**config.mk**
```make
export PLATFORM = sky130hd
export DESIGN_NAME = spi_xfer_arbiter
export DESIGN_NICKNAME = d
export VERILOG_FILES = /design/src/rtl/spi_xfer_arbiter.sv
export SDC_FILE = /design/constraint.sdc
export NUM_CORES = 1
export LEC_CHECK = 0
export CAP_MARGIN = 20
export CORE_MARGIN = 2
export CORE_UTILIZATION = 39
export CTS_CLUSTER_SIZE = 28
export DETAILED_ROUTE_END_ITERATION = 10
export HOLD_SLACK_MARGIN = 0.12
export PLACE_DENSITY = 0.75
export SETUP_SLACK_MARGIN = 0.3
export SKIP_CTS_REPAIR_TIMING = 1
export SYNTH_ARGS = -nofsm -noshare
export SYNTH_HDL_FRONTEND = slang
export SYNTH_SLANG_ARGS = --single-unit
```
**constraint.sdc**
```tcl
create_clock -name clk -period 1.9 [get_ports clk]
set_clock_uncertainty 0.1 [all_clocks]
set_input_delay 0.38 -clock clk [delete_from_list [all_inputs] [get_ports clk]]
set_output_delay 0.38 -clock clk [all_outputs]
set_load 0.1 [all_outputs]
```
**src/rtl/spi_xfer_arbiter.sv**
```systemverilog
// Round-robin arbiter sharing one SPI master among NREQ requesters, one byte per grant.
// Optional BUSY watchdog is compiled in with `define SPI_ARB_TIMEOUT_EN.
module spi_xfer_arbiter #(
    parameter int NREQ    = 2,
    parameter int DW      = 8,
    parameter int TIMEOUT = 255
) (
    input  logic               clk,
    input  logic               nrst,
    input  logic [NREQ-1:0]    req,
    input  logic [NREQ*DW-1:0] req_data,
    output logic [NREQ-1:0]    gnt,
    output logic [NREQ-1:0]    ack,
    output logic [DW-1:0]      rx_data,
    output logic               err,
    output logic               spi_send,
    output logic [DW-1:0]      spi_tx,
    output logic [NREQ-1:0]    spi_sel,
    input  logic               spi_done,
    input  logic [DW-1:0]      spi_rx,
    output logic [1:0]         dbg_state
);

    localparam int IW = (NREQ > 1) ? $clog2(NREQ) : 1;

    typedef enum logic [1:0] {
        IDLE  = 2'd0,
        START = 2'd1,
        BUSY  = 2'd2,
        ACK   = 2'd3
    } state_t;

    state_t          state;
    logic [IW-1:0]   last;
    logic [IW-1:0]   cur;
    logic            pick_valid;
    logic [IW-1:0]   pick_idx;

`ifdef SPI_ARB_TIMEOUT_EN
    localparam int TW = (TIMEOUT > 0) ? $clog2(TIMEOUT + 1) : 1;
    logic [TW-1:0]   cnt;
`endif

    // last + k never exceeds 2*NREQ-1, so one conditional subtraction wraps it.
    function automatic int wrap(input int v);
        return (v >= NREQ) ? v - NREQ : v;
    endfunction

    always_comb begin
        pick_valid = 1'b0;
        pick_idx   = '0;
        for (int k = 1; k <= NREQ; k++) begin
            if (!pick_valid && req[wrap(int'(last) + k)]) begin
                pick_valid = 1'b1;
                pick_idx   = IW'(wrap(int'(last) + k));
            end
        end
    end

    assign spi_sel   = gnt;
    assign dbg_state = state;

    always_ff @(posedge clk or negedge nrst) begin
        if (!nrst) begin
            state    <= IDLE;
            last     <= IW'(NREQ - 1);
            cur      <= '0;
            gnt      <= '0;
            ack      <= '0;
            err      <= 1'b0;
            spi_send <= 1'b0;
            spi_tx   <= '0;
            rx_data  <= '0;
`ifdef SPI_ARB_TIMEOUT_EN
            cnt      <= '0;
`endif
        end else begin
            spi_send <= 1'b0;
            ack      <= '0;
            err      <= 1'b0;
            case (state)
                IDLE: begin
                    if (pick_valid) begin
                        gnt    <= NREQ'(1) << pick_idx;
                        spi_tx <= req_data[int'(pick_idx)*DW +: DW];
                        cur    <= pick_idx;
                        state  <= START;
                    end else begin
                        gnt <= '0;
                    end
                end
                START: begin
                    spi_send <= 1'b1;
                    state    <= BUSY;
`ifdef SPI_ARB_TIMEOUT_EN
                    cnt      <= '0;
`endif
                end
                BUSY: begin
                    if (spi_done) begin
                        rx_data <= spi_rx;
                        last    <= cur;
                        state   <= ACK;
                    end
`ifdef SPI_ARB_TIMEOUT_EN
                    else if (cnt == TW'(TIMEOUT - 1)) begin
                        // Abandon the slave: the requester still loses priority.
                        err   <= 1'b1;
                        last  <= cur;
                        gnt   <= '0;
                        state <= IDLE;
                    end else begin
                        cnt <= cnt + 1'b1;
                    end
`endif
                end
                ACK: begin
                    // gnt stays up through the ack cycle; IDLE drops or replaces it.
                    ack   <= gnt;
                    state <= IDLE;
                end
                default: state <= IDLE;
            endcase
        end
    end

endmodule

```
==> results of run 1 <==
==> final timing paths <==
check                      slack, ps  cells past startpoint            to
max                              280                      2  dbg_state[0]
min in group clk                 420                      1           cur
min reg2reg                      420                      1           cur
max reg2reg                      320                      5  dbg_state[1]
min                              310                      2        gnt[1]
max in group asynchronous       1090                      2          last
==> cell type report <==
cell class / instances / area, um2 / share of cell area, %
repair buffers: 58 / 831 / 42.0
clock buffers: 4 / 26.3 / 1.33
well taps: 31 / 38.8 / 1.96
flip-flops and latches: 25 / 637 / 32.2
inverters: 3 / 11.3 / 0.570
multi-input cells: 61 / 433 / 21.9
==> placed cells by master (no fill, tap or decap) <==
| master | netlist | layout |
|---|---|---|
| a21bo_2 | 1 | 1 |
| buf_4 | 3 | 4 |
| mux2_2 | 11 | 11 |
| clkdlybuf4s50_1 | 0 | 28 |
| ha_1 | 4 | 2 |
| a21boi_2 | 1 | 1 |
| and2_1 | 2 | 2 |
| ha_2 | 0 | 2 |
| nor2_1 | 9 | 9 |
| dfrtp_4 | 0 | 2 |
| a21oi_1 | 16 | 15 |
| buf_12 | 0 | 26 |
| o22ai_1 | 1 | 1 |
| conb_1 | 1 | 1 |
| inv_1 | 3 | 3 |
| o21a_2 | 0 | 1 |
| nand2_1 | 9 | 8 |
| o21ai_2 | 1 | 1 |
| dfrtp_2 | 0 | 2 |
| a21oi_2 | 1 | 2 |
| o22a_1 | 1 | 1 |
| dfstp_2 | 1 | 1 |
| dfrtp_1 | 24 | 20 |
| clkbuf_4 | 0 | 3 |
| a22o_2 | 1 | 1 |
| nand2_4 | 0 | 1 |
| clkbuf_1 | 0 | 1 |
| nor2b_1 | 1 | 1 |
==> flip-flops by register name, indices dropped and copies added, names as in the netlist <==
name,flops
cur,1
ack,2
rx_data,8
spi_tx,8
dbg_state,2
spi_send,1
last,1
gnt,2
==> through the flow <==
stage | hold WS (ps) | cell area, um2 | instances | utilization [%] | setup WS, ps
6_report | 311 | 1980 | 182 | 72.9 | 283
4_1_cts | 316 | 1940 | 180 | 71.7 | 248
5_1_grt | 330 | 1980 | 182 | 72.9 | 252
2_1_floorplan | -15.6 | 1120 | 95 | - | 110
3_5_place_dp | 394 | 1920 | 176 | 70.7 | 78.2
3_3_place_gp | 383 | 1920 | 176 | 70.7 | 110
==> routing by layer <==
| layer | track usage [%] | part of all wire, % |
|---|---|---|
| met1 | 18.7 | 37 |
| met2 | 31.5 | 55 |
| met3 | 4.76 | 6.6 |
| met4 | 7.31 | 1.1 |
| met5 | 0 | 0 |
==> worst max-delay path, delay by kind of cell (launching register included) <==
kind,cells,cell delay (ps)
buf+inv,2,290
flops,1,530
==> cell families (layout without fill, tap and decap cells) <==
family / after synthesis / in the layout
simple gates: 21 / 21
mux: 11 / 11
fa+ha+maj: 4 / 4
other cells: 1 / 1
compound gates: 24 / 24
flops: 25 / 25
buf+inv: 9 / 65
==> qor.csv, run 1 <==
metric,value,unit
status,finished clean,
cts_buffers,3,
crit_path_max_fanout,4,
synth_commonest_cells,"dfrtp_1, a21oi_1, mux2_2",
crit_type,reg2out,
yosys.area_share.simple,7.87,%
maxSlewViolCount,0,
muxShareOfSynthArea,11.3,%
syn-num-nets,128,
synth_area_leaders,"dfrtp_1, mux2_2, a21oi_1, ha_1, nand2_1",
synth_fa_ha_area_share,4.56,%
clk_latency,310,ps
post-route-period-util,85.1,%
yosys_warnings,0,
hpwlAfterDp,2140,um
die_h,57.0,um
async_flop_share,100,%
root_buffer,clkbuf_4,
dr.pass1.iters,4,
cts_tree,built,
critical_path_required,1420,ps
routed_wl,2670,um
finalSetupViolations,0,
die_w,57.0,um
cts_sinks,25,
worst_ep_arrival_time,1140,ps
yosysMostFrequentCell,dfrtp_1,
grt_pass1_wl,4330,um
setup.worst_path.start,dbg_state[0],
initial_core_util,40.5,%
hold_class,in2async,
slowest_delay,530,ps
crit_chain,buf_12 -> buf_12,
worstSetupEndpointType,output port,
diodes,0,
fill_cells,197,
synth_top_family_by_area,compound AO/OA/AOI/OAI gates,
overflow,0,
drtIter0Drc,11,
crit_top_cell,buf_12,
drc,0,
ant_nets,0,
syn2layout_area_growth,80.2,%
start_kind,flip-flop,
yosysTopAreaCellShare,54.7,%
synth_largest_area_cell,dfrtp_1,
synth_ff_type,dfrtp_1,
syn_inst,95,
dieArea,0.00325,mm2
cts_buffer_depth,2,
vias_per_cell,4.92,
setup_tns,0,ps
grt_max_degree,26,
htree_levels,1,
synth_compound_area_share,13.8,%
vias,896,
synth-seq-area-share,57.1,%
routedWlPerCell,14.7,um
track_usage,17.3,%
pin_count,55,
synth-xor-area-share,0,%
clock.fmax,618,MHz
coreArea,0.00271,mm2
synth_seq_cells,25,
final_net_count,185,
clk_pin_slew_worst_paths,140,ps
synthDistinctLibCells,22,
maxCapViolCount,0,
post-route-min-period,1620,ps
rsz0062_at_grt,true,
portBuffers,53,
hold_viol,0,
syn_area,0.00110,mm2
synth_edf_count,0,
slowest_stage,dfrtp_4,
grt_pass1_vias,972,
layout-drive-gt1-share,39.1,%
avgSynthCellArea,11.6,um2
gp_congestion,0.756,
antenna_found_initial,0,
num_rows,19,
r2r_start,dbg_state[0],
Power of run 1 is left out: the tool's default activity adds up to more than one toggle a clock period on the data nets, which glitch-free logic cannot reach.
==> inputs of run 2 (changes only) <==
RECOVER_POWER = 100   (was unset)
==> run 2 against run 1 <==
Effect of this change: via count up 0.45%; die area unchanged; highest routed layer unchanged; clock-buffer cell count unchanged; final cell count unchanged; sequential share of layout area up 6.7 points; wire length up 1.2%; worst hold slack better by 110 ps.
==> qor.csv, run 2 (synthesis gave the netlist of run 1 again) <==
metric,value,unit,change
status,finished clean,,
coreArea,0.00271,mm2,unchanged
clock.fmax,585,MHz,-5.3%
hpwlAfterDp,2140,um,unchanged
post-route-period-util,89.9,%,+4.8 points
crit_chain,clkbuf_1 -> clkbuf_4,,
grt_max_degree,26,,unchanged
hold_viol,0,,unchanged
gp_congestion,0.756,,unchanged
overflow,0,,unchanged
crit_path_max_fanout,4,,unchanged
critical_path_required,1420,ps,about the same
ff2ff_path_depth,3,,-2
diodes,0,,unchanged
dr.max_layer_used,met4,,
antenna_found_initial,0,,unchanged
cts_buffer_depth,2,,unchanged
root_buffer,clkbuf_4,,
setup_tns,0,ps,unchanged
initial_core_util,40.5,%,unchanged
grt_pass1_vias,972,,unchanged
crit_buf_inv,2,,unchanged
ant_nets,0,,unchanged
vias,900,,+0.45%
worstSetupEndpointType,output port,,
final_net_count,185,,unchanged
met3_length,158,um,-11%
cp_num_cells,2,,unchanged
drt-met1-wl,1060,um,+8.0%
grt_pass1_wl,4330,um,unchanged
cts_buffers,3,,unchanged
maxSlewViolCount,0,,unchanged
layout_commonest_cell,clkdlybuf4s50_1,,
layout-drive-gt1-share,34.4,%,-4.6 points
die_h,57.0,um,unchanged
vias_per_cell,4.95,,+0.45%
crit_type,reg2out,,
finalSetupViolations,0,,unchanged
start_kind,flip-flop,,
clk_pin_slew_worst_paths,130,ps,about the same
slowest_stage,dfrtp_4,,
whs_path_depth,1,,
track_usage,17.3,%,unchanged
cts_tree,built,,
drtIter0Drc,4,,-7
hold_class,reg2reg,,
routedWlPerCell,14.8,um,+1.2%
reg_top3,"rx_data x8, spi_tx x8",,
slew-limit-headroom,59.9,%,
die_w,57.0,um,unchanged
rsz0062_at_grt,true,,
dieArea,0.00325,mm2,unchanged
post-route-min-period,1710,ps,+90.9 ps
clk_latency,310,ps,about the same
fill_cells,243,,+23%
slowest_delay,450,ps,-80 ps
htree_levels,1,,unchanged
dr.pass1.iters,3,,-1
wl_met2,1450,um,-2.0%
maxCapViolCount,0,,unchanged
num_rows,19,,unchanged
worst_ep_arrival_time,1230,ps,+90 ps
critPathTopFamily,buffers and inverters,,
layout_common_cells,"clkdlybuf4s50_1, dfrtp_1, clkbuf_2, a21oi_1, mux2_2",,
drc,0,,unchanged
routed_wl,2700,um,+1.2%
portBuffers,53,,unchanged
holdWs,420,ps,+109 ps
worst_pin_slew,602,ps,
syn2layout_area_growth,48.5,%,
pin_count,55,,unchanged
cts_sinks,25,,unchanged
## run 2: changes by cell type in the layout (fill, tap and decap cells not counted), sizes merged
cell,previous run,this run
clkbuf,4,27
buf,30,7
clkdlybuf4s50,28,27
dlygate4sd3,0,1
## run 2: final cells by class
cell class	count	area [um2]	share of cell area, %
Timing Repair Buffer	58	502	30.8
Inverter	3	11.3	0.691
Multi-Input combinational cell	61	417	25.6
Clock buffer	4	26.3	1.61
Tap cell	31	38.8	2.38
Sequential cell	25	634	38.9
## run 2: metrics by stage
stage / instance area (um2) / util (%) / instances / setup WS (ps)
2_1_floorplan: 1120 / - / 95 / 110
3_5_place_dp: 1920 / 70.7 / 176 / 78.2
4_1_cts: 1940 / 71.7 / 180 / 248
5_1_grt: 1630 / 60.1 / 182 / 133
6_report: 1630 / 60.1 / 182 / 192
3_3_place_gp: 1920 / 70.7 / 176 / 110
## run 2: metal layers
metal,vias up,global-route usage (%)
li1,430,-
met1,435,18.7
met2,31,31.5
met3,4,4.76
met4,0,7.31
met5,-,0
## run 2: path summary, 6_finish.rpt
check                              from            to  slack, ps
min in group asynchronous          nrst        gnt[1]        490
hold / removal                      cur           cur        420
max in group asynchronous          nrst  dbg_state[0]        770
setup / recovery           dbg_state[0]  dbg_state[0]        190
hold reg to reg                     cur           cur        420
setup reg to reg           dbg_state[1]    rx_data[2]        260
Power of run 2 is left out for the same reason.
==> inputs of run 3 (changes only) <==
CAP_MARGIN = unset   (was 20)
MAX_ROUTING_LAYER = met4   (was unset)
==> run 3 against run 2 <==
Effect of this change: worst hold slack about the same; first-iteration DRC count unchanged; core utilization unchanged; wire length about the same; sequential share of layout area unchanged; sequential cell count unchanged; fmax about the same; die area unchanged; non-clock buffer count unchanged; critical path type unchanged.
==> qor.csv, run 3 (synthesis gave the netlist of run 1 again) <==
metric,value,unit,change
worstSetupEndpointType,output port,,
worst_ep_arrival_time,1230,ps,about the same
grt_pass1_vias,967,,-0.51%
maxCapViolCount,0,,unchanged
cts_sinks,25,,unchanged
layout_commonest_cell,clkdlybuf4s50_1,,
critical_path_required,1420,ps,about the same
routed_wl,2700,um,about the same
status,finished clean,,
cts_buffers,3,,unchanged
slowest_delay,450,ps,about the same
grt_pass1_wl,4340,um,+0.16%
dieArea,0.00325,mm2,unchanged
fill_cells,243,,unchanged
hpwlAfterDp,2140,um,unchanged
start_kind,flip-flop,,
diodes,0,,unchanged
drc,0,,unchanged
worst_pin_slew,608,ps,+6.17 ps
rsz0062_at_grt,true,,
routedWlPerCell,14.8,um,about the same
layout-drive-gt1-share,34.4,%,unchanged
clk_pin_slew_worst_paths,130,ps,about the same
post-route-period-util,89.9,%,about the same
antenna_found_initial,0,,unchanged
drtIter0Drc,4,,unchanged
portBuffers,53,,unchanged
crit_chain,clkbuf_1 -> clkbuf_4,,
crit_buf_inv,2,,unchanged
hold_class,reg2reg,,
cts_buffer_depth,2,,unchanged
grt_max_degree,26,,unchanged
holdWs,419,ps,-0.481 ps
ant_nets,0,,unchanged
die_h,57.0,um,unchanged
maxSlewViolCount,0,,unchanged
critPathTopFamily,buffers and inverters,,
cts_tree,built,,
clock.fmax,586,MHz,about the same
root_buffer,clkbuf_4,,
gp_congestion,0.766,,+1.3%
final_net_count,185,,unchanged
slowest_stage,dfrtp_4,,
dr.pass1.iters,3,,unchanged
vias_per_cell,4.95,,+0.11%
die_w,57.0,um,unchanged
finalSetupViolations,0,,unchanged
initial_core_util,40.5,%,unchanged
num_rows,19,,unchanged
coreArea,0.00271,mm2,unchanged
reg_top3,"rx_data x8, spi_tx x8",,
crit_type,reg2out,,
slew-limit-headroom,59.5,%,-0.41 points
crit_path_max_fanout,4,,unchanged
htree_levels,1,,unchanged
syn2layout_area_growth,48.5,%,unchanged
pin_count,55,,unchanged
clk_latency,310,ps,about the same
hold_viol,0,,unchanged
setup_tns,0,ps,unchanged
post-route-min-period,1710,ps,-0.229 ps
vias,901,,+0.11%
track_usage,17.8,%,+0.54 points
layout_common_cells,"clkdlybuf4s50_1, dfrtp_1, clkbuf_2, a21oi_1, mux2_2",,
overflow,0,,unchanged
finish.utilization,60.1,%,unchanged
run 3: final timing paths:
path / slack (ps) / cells after the start / endpoint / startpoint
min: 420 / 1 / cur / cur
max: 190 / 2 / dbg_state[0] / dbg_state[0]
min reg2reg: 420 / 1 / cur / cur
max reg2reg: 260 / 3 / rx_data[2] / dbg_state[1]
max in group asynchronous: 760 / 2 / dbg_state[0] / nrst
min in group asynchronous: 490 / 2 / spi_tx[7] / nrst
run 3: final cells by class:
| type | count | area (um2) | share of cell area [%] |
|---|---|---|---|
| clock buffers | 4 | 26.3 | 1.61 |
| inverters | 3 | 11.3 | 0.691 |
| multi-input cells | 61 | 417 | 25.6 |
| flip-flops and latches | 25 | 634 | 38.9 |
| well taps | 31 | 38.8 | 2.38 |
| repair buffers | 58 | 502 | 30.8 |
run 3: metal layers:
layer	GRT usage (%)	wire length (um)	part of all wire [%]
met3	3.63	152	5.6
met2	31.4	1450	54
met4	7.31	29	1.1
met1	19.6	1070	39
met5	-	0	0
run 3: through the flow:
stage	std cells	worst slack, ps	instance area, um2
floorplan	95	110	1120
global placement	176	110	1920
detailed placement	176	78.2	1920
CTS	180	248	1940
global route	182	133	1630
finish	182	192	1630
Power of run 3 is left out for the same reason.
